[config.mk]
export PLATFORM = sky130hd
export DESIGN_NAME = logic_unit_seq_flat
export DESIGN_NICKNAME = d
export VERILOG_FILES = /design/src/rtl/logic_unit_seq_if.sv /design/src/rtl/logic_unit_seq.sv /design/src/flat_wrapper.sv
export SDC_FILE = /design/constraint.sdc
export NUM_CORES = 1
export LEC_CHECK = 0
export ABC_AREA = 1
export CAP_MARGIN = 20
export CORE_UTILIZATION = 35
export DETAILED_ROUTE_END_ITERATION = 7
export HOLD_SLACK_MARGIN = 0.15
export MAX_ROUTING_LAYER = met4
export SLEW_MARGIN = 5
export SYNTH_ARGS = -nofsm -noshare
export SYNTH_HDL_FRONTEND = slang
export SYNTH_SLANG_ARGS = --single-unit
[constraint.sdc]
create_clock -name clk -period 6.45 [get_ports clk]
set_input_delay 1.6125 -clock clk [delete_from_list [all_inputs] [get_ports clk]]
set_output_delay 1.6125 -clock clk [all_outputs]
set_load 0.03 [all_outputs]
[src/rtl/logic_unit_seq_if.sv]
// logic_unit_seq_if: start/done handshake bundle for the sliced logic unit
//   start  request, accepted only when busy==0
//   op     3-bit function select, sampled with start
//   A, B   WIDTH-bit operands, sampled with start
//   busy   computation in progress
//   done   one-cycle pulse when F and zero become valid
//   F      registered result of the last completed operation
//   zero   1 when F == 0
interface logic_unit_seq_if #(parameter int WIDTH = 32);
    logic             start;
    logic [2:0]       op;
    logic [WIDTH-1:0] A;
    logic [WIDTH-1:0] B;
    logic             busy;
    logic             done;
    logic [WIDTH-1:0] F;
    logic             zero;
    modport master (output start, op, A, B, input busy, done, F, zero);
    modport slave  (input start, op, A, B, output busy, done, F, zero);
endinterface

[src/rtl/logic_unit_seq.sv]
// logic_unit_seq: multi-cycle bitwise logic unit, SLICE result bits per cycle
//   clk    rising-edge clock
//   reset  synchronous active-high reset
//   bus    logic_unit_seq_if slave: start/op/A/B in, busy/done/F/zero out
module logic_unit_seq #(
    parameter int WIDTH = 32,
    parameter int SLICE = 8
) (
    input logic clk,
    input logic reset,
    logic_unit_seq_if.slave bus
);
    localparam int N  = WIDTH / SLICE;
    localparam int CW = (N > 1) ? $clog2(N) : 1;

    typedef enum logic [1:0] {IDLE, RUN, DONE} state_t;

    state_t           state, state_nxt;
    logic [CW-1:0]    cnt;
    logic [WIDTH-1:0] a_r, b_r, work, work_nxt, f_r;
    logic [2:0]       op_r;
    logic [SLICE-1:0] sa, sb, res;
    logic             zero_r, last, accept;

    assign last   = cnt == CW'(N - 1);
    // DONE accepts a new start just like IDLE, giving back-to-back runs
    assign accept = bus.start && state != RUN;
    assign sa     = a_r[cnt*SLICE +: SLICE];
    assign sb     = b_r[cnt*SLICE +: SLICE];

    always_comb begin
        res = op_r == 3'b000 ? sa & sb :
              op_r == 3'b001 ? sa | sb :
              op_r == 3'b010 ? sa ^ sb :
              op_r == 3'b011 ? ~(sa | sb) :
              op_r == 3'b100 ? ~(sa & sb) :
              op_r == 3'b101 ? ~(sa ^ sb) :
              op_r == 3'b110 ? sa & ~sb : ~sa;
        work_nxt = work;
        work_nxt[cnt*SLICE +: SLICE] = res;
    end

    always_comb begin
        state_nxt = IDLE;
        state_nxt = state == RUN ? (last ? DONE : RUN) : (bus.start ? RUN : IDLE);
    end

    always_ff @(posedge clk) begin
        if (reset) begin
            state  <= IDLE;
            cnt    <= '0;
            a_r    <= '0;
            b_r    <= '0;
            op_r   <= '0;
            work   <= '0;
            f_r    <= '0;
            zero_r <= 1'b0;
        end else begin
            state <= state_nxt;
            if (accept) begin
                a_r  <= bus.A;
                b_r  <= bus.B;
                op_r <= bus.op;
                cnt  <= '0;
            end else if (state == RUN) begin
                work <= work_nxt;
                if (last) begin
                    f_r    <= work_nxt;
                    zero_r <= work_nxt == '0;
                end else begin
                    cnt <= cnt + CW'(1);
                end
            end
        end
    end

    assign bus.busy = state == RUN;
    assign bus.done = state == DONE;
    assign bus.F    = f_r;
    assign bus.zero = zero_r;
endmodule

[src/flat_wrapper.sv]
// flat-port wrapper written by rule: the top's interface ports become plain ports
module logic_unit_seq_flat 
#(
    parameter int WIDTH = 32,
    parameter int SLICE = 8
)
  (clk, reset, bus_start, bus_op, bus_A, bus_B, bus_busy, bus_done, bus_F, bus_zero);
  logic_unit_seq_if #(.WIDTH(WIDTH)) bus_i ();
  input logic clk;
  input logic reset;
  input wire logic [$bits(bus_i.start)-1:0] bus_start;
  input wire logic [$bits(bus_i.op)-1:0] bus_op;
  input wire logic [$bits(bus_i.A)-1:0] bus_A;
  input wire logic [$bits(bus_i.B)-1:0] bus_B;
  output wire logic [$bits(bus_i.busy)-1:0] bus_busy;
  output wire logic [$bits(bus_i.done)-1:0] bus_done;
  output wire logic [$bits(bus_i.F)-1:0] bus_F;
  output wire logic [$bits(bus_i.zero)-1:0] bus_zero;
  assign bus_i.start = bus_start;
  assign bus_i.op = bus_op;
  assign bus_i.A = bus_A;
  assign bus_i.B = bus_B;
  assign bus_busy = bus_i.busy;
  assign bus_done = bus_i.done;
  assign bus_F = bus_i.F;
  assign bus_zero = bus_i.zero;
  logic_unit_seq #(.WIDTH(WIDTH), .SLICE(SLICE)) u_core (.clk(clk), .reset(reset), .bus(bus_i));
endmodule
==> impl_metrics.json <==
{
  "status": "complete, no violations",
  "dp_hpwl_um": 13200,
  "gp_congestion": 0.826,
  "p_sw_mw": 0.680,
  "intPower_mw": 1.71,
  "synth-compound-area-share_pct": 16.7,
  "powerDensity_mw_per_mm2": 271,
  "vias": 6798,
  "clock_latency_ns": 0.42,
  "cts_tree": "built",
  "synth_xor_area_share_pct": 0,
  "endpoint_kind": "flip-flop",
  "final_core_util_pct": 45.3,
  "yosys.cell_count.top_type": "nand2_1",
  "grt-ovfl-total": 0,
  "hold_viol": 0,
  "grt_usage_pct": 20.6,
  "synth.area.top_cells": "dfxtp_1, nand2_1, nor2_1",
  "drive_gt1_share_pct": 4.19,
  "synth_top_family_by_area": "simple AND/OR/NAND/NOR gates",
  "clockBufferDepth": 2,
  "antenna_found_initial": 0,
  "synth_common_cells": "nand2_1, nor2_1, dfxtp_1",
  "synth_edf_count": 0,
  "clock_power_share_pct": 42.4,
  "critPathLaunch": "u_core.cnt[1]",
  "rsz0062_at_grt": "no",
  "ys_seq_elements": 136,
  "wl_um": 19400,
  "worst-slew-pin-transition_ns": 0.995,
  "seq_area_frac_synth_pct": 39.2,
  "r2r_end": "u_core.bus.zero",
  "ant_nets": 0,
  "initial_core_util_pct": 35.7,
  "setup_viol": 0,
  "cp_max_fo": 28,
  "coreArea_mm2": 0.0195,
  "clock.fmax_ghz": 0.230,
  "setup.worst_path.class": "reg -> reg",
  "grt_pass1_wl_um": 31900,
  "yosysWarnings": 0,
  "drc": 0,
  "cts_made_buffers": 17,
  "grt_pass1_vias": 6151,
  "muxShareOfSynthArea_pct": 0,
  "vdd_drop_max_v": 0.000213,
  "r2r_setup_slack_ns": 2.11,
  "synth_top_area_cell": "dfxtp_1",
  "period_needed_ns": 4.34,
  "grt_busiest_layer": "met2",
  "avgRoutedWirePerCell_um": 13.7,
  "viasPerCell": 4.82,
  "ios": 105,
  "rows": 51,
  "ff2ff_path_depth": 20,
  "yosys.area_share.simple_pct": 28.9,
  "cts_setup_buffers": 0,
  "p_leak_nw": 4.06,
  "io_buffers": 104,
  "p_sw_share_pct": 28.5,
  "cts_max_level": 4,
  "syn_inst": 1056,
  "seq_power_share_pct": 38.8,
  "ys.flop_type": "dfxtp_1",
  "cts_num_sinks": 136,
  "die_w_um": 143,
  "fin_tns_setup_ns": 0,
  "netlist_area_mm2": 0.00694,
  "diodes": 0,
  "use_met2_pct": 31.4,
  "syn_nets": 1156,
  "hold-path-cell-count": 2,
  "startpoint_type": "flip-flop",
  "min_to": "u_core.bus.F[6]",
  "avgSynthCellArea_um2": 6.58,
  "fp.dieArea_mm2": 0.0204,
  "dp_slack_ns": 1.99,
  "cts_resized": 0,
  "cts_root_buffer": "clkbuf_16",
  "layout_setup_ws_ns": 2.11,
  "hp-class": "reg -> reg",
  "fin_crit_sh_pct": 67.3,
  "fin_skew_ns": 0.00974,
  "synth-adder-area-share_pct": 5.41,
  "drtPass1Iterations": 6,
  "synthArstFlopShare_pct": 0,
  "hp-start": "u_core.bus.F[6]",
  "ys_types": 24,
  "area_growth_pct": 27.0,
  "r2r_start": "u_core.cnt[1]",
  "die_h_um": 143,
  "clk_pin_slew_worst_paths_ns": 0.06,
  "pwr-share-comb_pct": 18.8,
  "dr.first_iter.drc_count": 655,
  "grt_max_degree": 73,
  "cp_data_arrival_time_ns": 4.67,
  "required_ns": 6.78,
  "met3_usage_pct": 3.66,
  "nNetsFinal": 1234,
  "synth_top_area_share_pct": 39.2,
  "grt_use_met1_pct": 28.1,
  "relSlewSlack_pct": 33.3,
  "slew_viol_final": 0,
  "postCtsHoldBufs": 0,
  "drv_cap": 0,
  "holdWs_ns": 0.475
}
critical path, stage by stage, from the launching register on:
cell and delay, ns:
dfxtp_1 0.70, clkinv_1 0.91, a32oi_1 0.73, inv_1 0.13, ha_1 0.30, inv_1 0.04
a21oi_1 0.13, nand2_1 0.07, nand2_1 0.05, nand2_1 0.04, nand2_1 0.08, nand2_1 0.05
nand2_1 0.05, nand2_1 0.13, nand4_1 0.14, o21ai_0 0.20, nor2_1 0.15, nand2_1 0.06
nor2_1 0.09, nand3_1 0.08, a21oi_1 0.12
power by group through the flow:
stage          Combinational [mW]  Clock [mW]  Sequential [mW]
3_5_place_dp                0.445           0            0.944
3_3_place_gp                0.444           0            0.942
6_report                    0.450        1.01            0.926
2_1_floorplan               0.308           0            0.937
4_1_cts                     0.448        1.03            0.926
5_1_grt                     0.517        1.07            0.933
sequential cells by signal, summed over array words and instances (netlist names):
| name | count |
|---|---|
| u_core.state | 2 |
| u_core.work | 32 |
| u_core.bus.zero | 1 |
| u_core.op_r | 3 |
| u_core.a_r | 32 |
| u_core.bus.F | 32 |
| u_core.cnt | 2 |
| u_core.b_r | 32 |
placed cells by master, fill, tap and decap left out:
cell             Yosys  final
o22ai_1              2      2
clkbuf_1            40      3
inv_1              114    113
a21oi_1             47     47
a31oi_1              9      9
or2_2                4      4
clkbuf_16            0     17
a32oi_1              8      8
dfxtp_1            136    136
clkdlybuf4s50_1      0    104
bufinv_16            0      3
buf_12               0      2
o211ai_1            14     14
nand4_1             19     19
clkinv_1             3      3
clkbuf_8             0      4
buf_4                2     11
ha_1                30     30
clkinv_4             0      1
nand2_2              0      1
o21ai_0            127    127
inv_2                1      2
nand2_1            221    220
nand3_1             53     53
clkinv_2             0      2
a211oi_1             1      1
nor2_1             201    201
clkinvlp_4           0      1
nor3_1               2      2
nor4_1               1      1
o21bai_1             5      5
cell type report:
cell class                 instances  area (µm²)
sequential                       136        2720
timing repair buffer             117        1160
clock inverter                     7         116
fill                            2012       10600
clock buffer                      24         492
tap                              265         332
inverter                         118         443
multi-input combinational        744        3550
routing by layer:
metal  vias up  routed length, µm
met3        10                896
met2       173               8820
met4         0                155
li1       3545                  -
met1      3070               9520
met5         -                  0
stage by stage:
step | std cells | total power [mW] | cell area (µm²)
2_1_floorplan | 1056 | 1.24 | 6940
3_3_place_gp | 1378 | 1.39 | 8170
3_5_place_dp | 1378 | 1.39 | 8170
4_1_cts | 1409 | 2.40 | 8780
5_1_grt | 1411 | 2.52 | 8820
6_report | 1411 | 2.39 | 8820
how the worst max path moves through the flow:
stage	to	slack, ns
floorplan	u_core.bus.zero	3.01
global placement	u_core.a_r[25]	2.03
detailed placement	u_core.a_r[0]	1.99
CTS	u_core.bus.zero	2.16
global route	u_core.bus.zero	1.68
finish	u_core.bus.zero	2.11
logic make-up after synthesis:
logic type	count (synthesis)
AO/OA/AOI/OAI	213
adder cells (fa/ha/maj)	30
buffers and inverters	176
flip-flops	136
AND/OR/NAND/NOR	501
Note: power is estimated with default switching activity, not from simulation.
==> patch, RTL diff (same flow settings) <==
Reset style: asynchronous (`reset`), changed in one clocked block. Comments in the files are not updated.
--- a/src/rtl/logic_unit_seq.sv
+++ b/src/rtl/logic_unit_seq.sv
@@ -46,5 +46,5 @@
     end
 
-    always_ff @(posedge clk) begin
+    always_ff @(posedge clk or posedge reset) begin
         if (reset) begin
             state  <= IDLE;
Check against the original RTL: differs if reset is asserted again (counterexample within 4 cycles, from zero or initial values and one cycle with reset high); with reset held inactive, the same outputs for 10 cycles.
==> patch against the original RTL <==
Global-route usage fell by 1.9 points. First-iteration DRC count fell by 51%. Worst setup slack better by 0.65 ns. Sequential cell count unchanged. Final cell count shrank 9.6%. Count of clock-buffer cells in the layout is 2 lower. Synthesized area up 5.0%. Final area up 5.4%. Routed wire length down 6.4%. Worst hold slack better by 0.0011 ns. Sequential share of layout area up 5.7 points.
Power is not compared: it rests on default switching activity, and its combinational part moved more than twofold at a synthesized area within 25%.
==> patch: results <==
[route]
drt-initial-drc-count = 319
via_per_inst = 4.778
dr.pass1.iters = 5
wire_per_inst_microns = 14.24

[placed_design]
dp_hpwl_microns = 13000
gp_congestion = 0.8670
dpl_cell_area_sq_um = 8589

[grt]
grt_pass1_wl_microns = 30190
grt_pass1_vias = 5825
grt_start_max_net_pins = 94
grt_use_total_pct = 18.66

[timing]
max_freq_mhz = 270.9
slew_headroom_pct = 30.94
fin_skew_ns = 0.01164

[critical_path]
cp_max_fo = 30
slowest_stage = clkdlybuf4s50_1
cp_slowest_stage_delay_ns = 0.66
worst_ep_arrival_time_ns = 2.08

[outcome]
outcome = finished clean

[yosys]
ys_top_cells_by_area = dfrtp_1 47%, nand2_1 14%, mux2_2 8.6%, ha_1 5.1%, inv_1 4.5%
yosysSeqAreaShare_pct = 46.66
synthFlopType = dfrtp_1
syn-num-nets = 995
synth_commonest_cells = 274 x nand2_1, 136 x dfrtp_1, 87 x inv_1
syn_avg_cell_area_sq_um = 8.150
ys_types = 31

[worst_hold_path]
hold_class = register to register

[finish]
fillCellCount = 2096
drive_gt1_share_pct = 12.24
fin_nets = 1092
[patch: changes by cell type after synthesis, sizes merged, moves of 3 or more]
| cell | delta |
|---|---|
| a21oi | -17 |
| buf | -6 |
| clkbuf | -17 |
| dfrtp | +136 |
| dfxtp | -136 |
| inv | -16 |
| mux2 | +56 |
| nand2 | +53 |
| nand3 | -20 |
| nand4 | -3 |
| nor2 | -119 |
| o211ai | -14 |
| o21ai | -62 |
| o21bai | -3 |
[patch: final cells by class]
cell class	count	area, sq um	share of cell area, %
clock inverters	10	188.9	2.033
flip-flops and latches	136	3403	36.61
well taps	270	337.8	3.634
inverters	104	395.4	4.254
multi-input cells	620	3359	36.14
repair buffers	113	1126	12.11
clock buffers	22	484.2	5.209
[patch: worst paths after layout]
| check | startpoint | endpoint | slack (ns) | cells after the start |
|---|---|---|---|---|
| worst max-delay path | u_core.state[1] | bus_busy | 2.76 | 5 |
| worst min-delay path | u_core.bus.F[13] | u_core.bus.F[13] | 0.48 | 2 |
| min in group asynchronous | reset | u_core.bus.F[25] | 1.75 | 2 |
| max in group asynchronous | reset | u_core.b_r[21] | 3.63 | 3 |
| worst min register to register | u_core.bus.F[13] | u_core.bus.F[13] | 0.48 | 2 |
| worst max register to register | u_core.cnt[0] | u_core.bus.zero | 3.00 | 25 |
[patch: power groups by stage]
stage | registers (mW) | clock network, mW | logic [mW]
3_3_place_gp | 1.45 | 0 | 2.62
5_1_grt | 1.50 | 1.17 | 3.01
4_1_cts | 1.45 | 1.12 | 2.65
6_report | 1.45 | 1.10 | 2.66
3_5_place_dp | 1.46 | 0 | 2.64
2_1_floorplan | 1.53 | 0 | 1.79
[patch: through the flow]
stage | total power, mW | setup slack, ns | hold WS [ns] | cells
after global routing | 5.673 | 2.545 | 0.5025 | 1275
after CTS | 5.221 | 2.272 | 0.4824 | 1273
after detailed placement | 4.099 | 2.595 | 0.4663 | 1241
after floorplan | 3.329 | 1.198 | 0.4494 | 895
after global placement | 4.067 | 2.609 | 0.4644 | 1241
final | 5.209 | 2.758 | 0.4761 | 1275
[patch: cell families after synthesis]
group / Yosys count / synth area share [%]
simple gates: 415 / 23.26
buf+inv: 139 / 7.324
fa+ha+maj: 30 / 5.146
flops: 136 / 46.66
mux: 56 / 8.645
compound gates: 119 / 8.971
[patch: critical path, delay by kind of cell (launching register included)]
family / cells / cell delay, ns
buf+inv: 4 / 1.05
flops: 1 / 0.36
simple gates: 1 / 0.24
[patch: layer usage]
metal	global-route usage, %	vias up	share of wire (%)
li1	-	3061	-
met1	23.36	2856	47
met2	29.55	150	47
met3	4.438	25	3.7
met4	6.302	0	2.1
met5	-	-	0
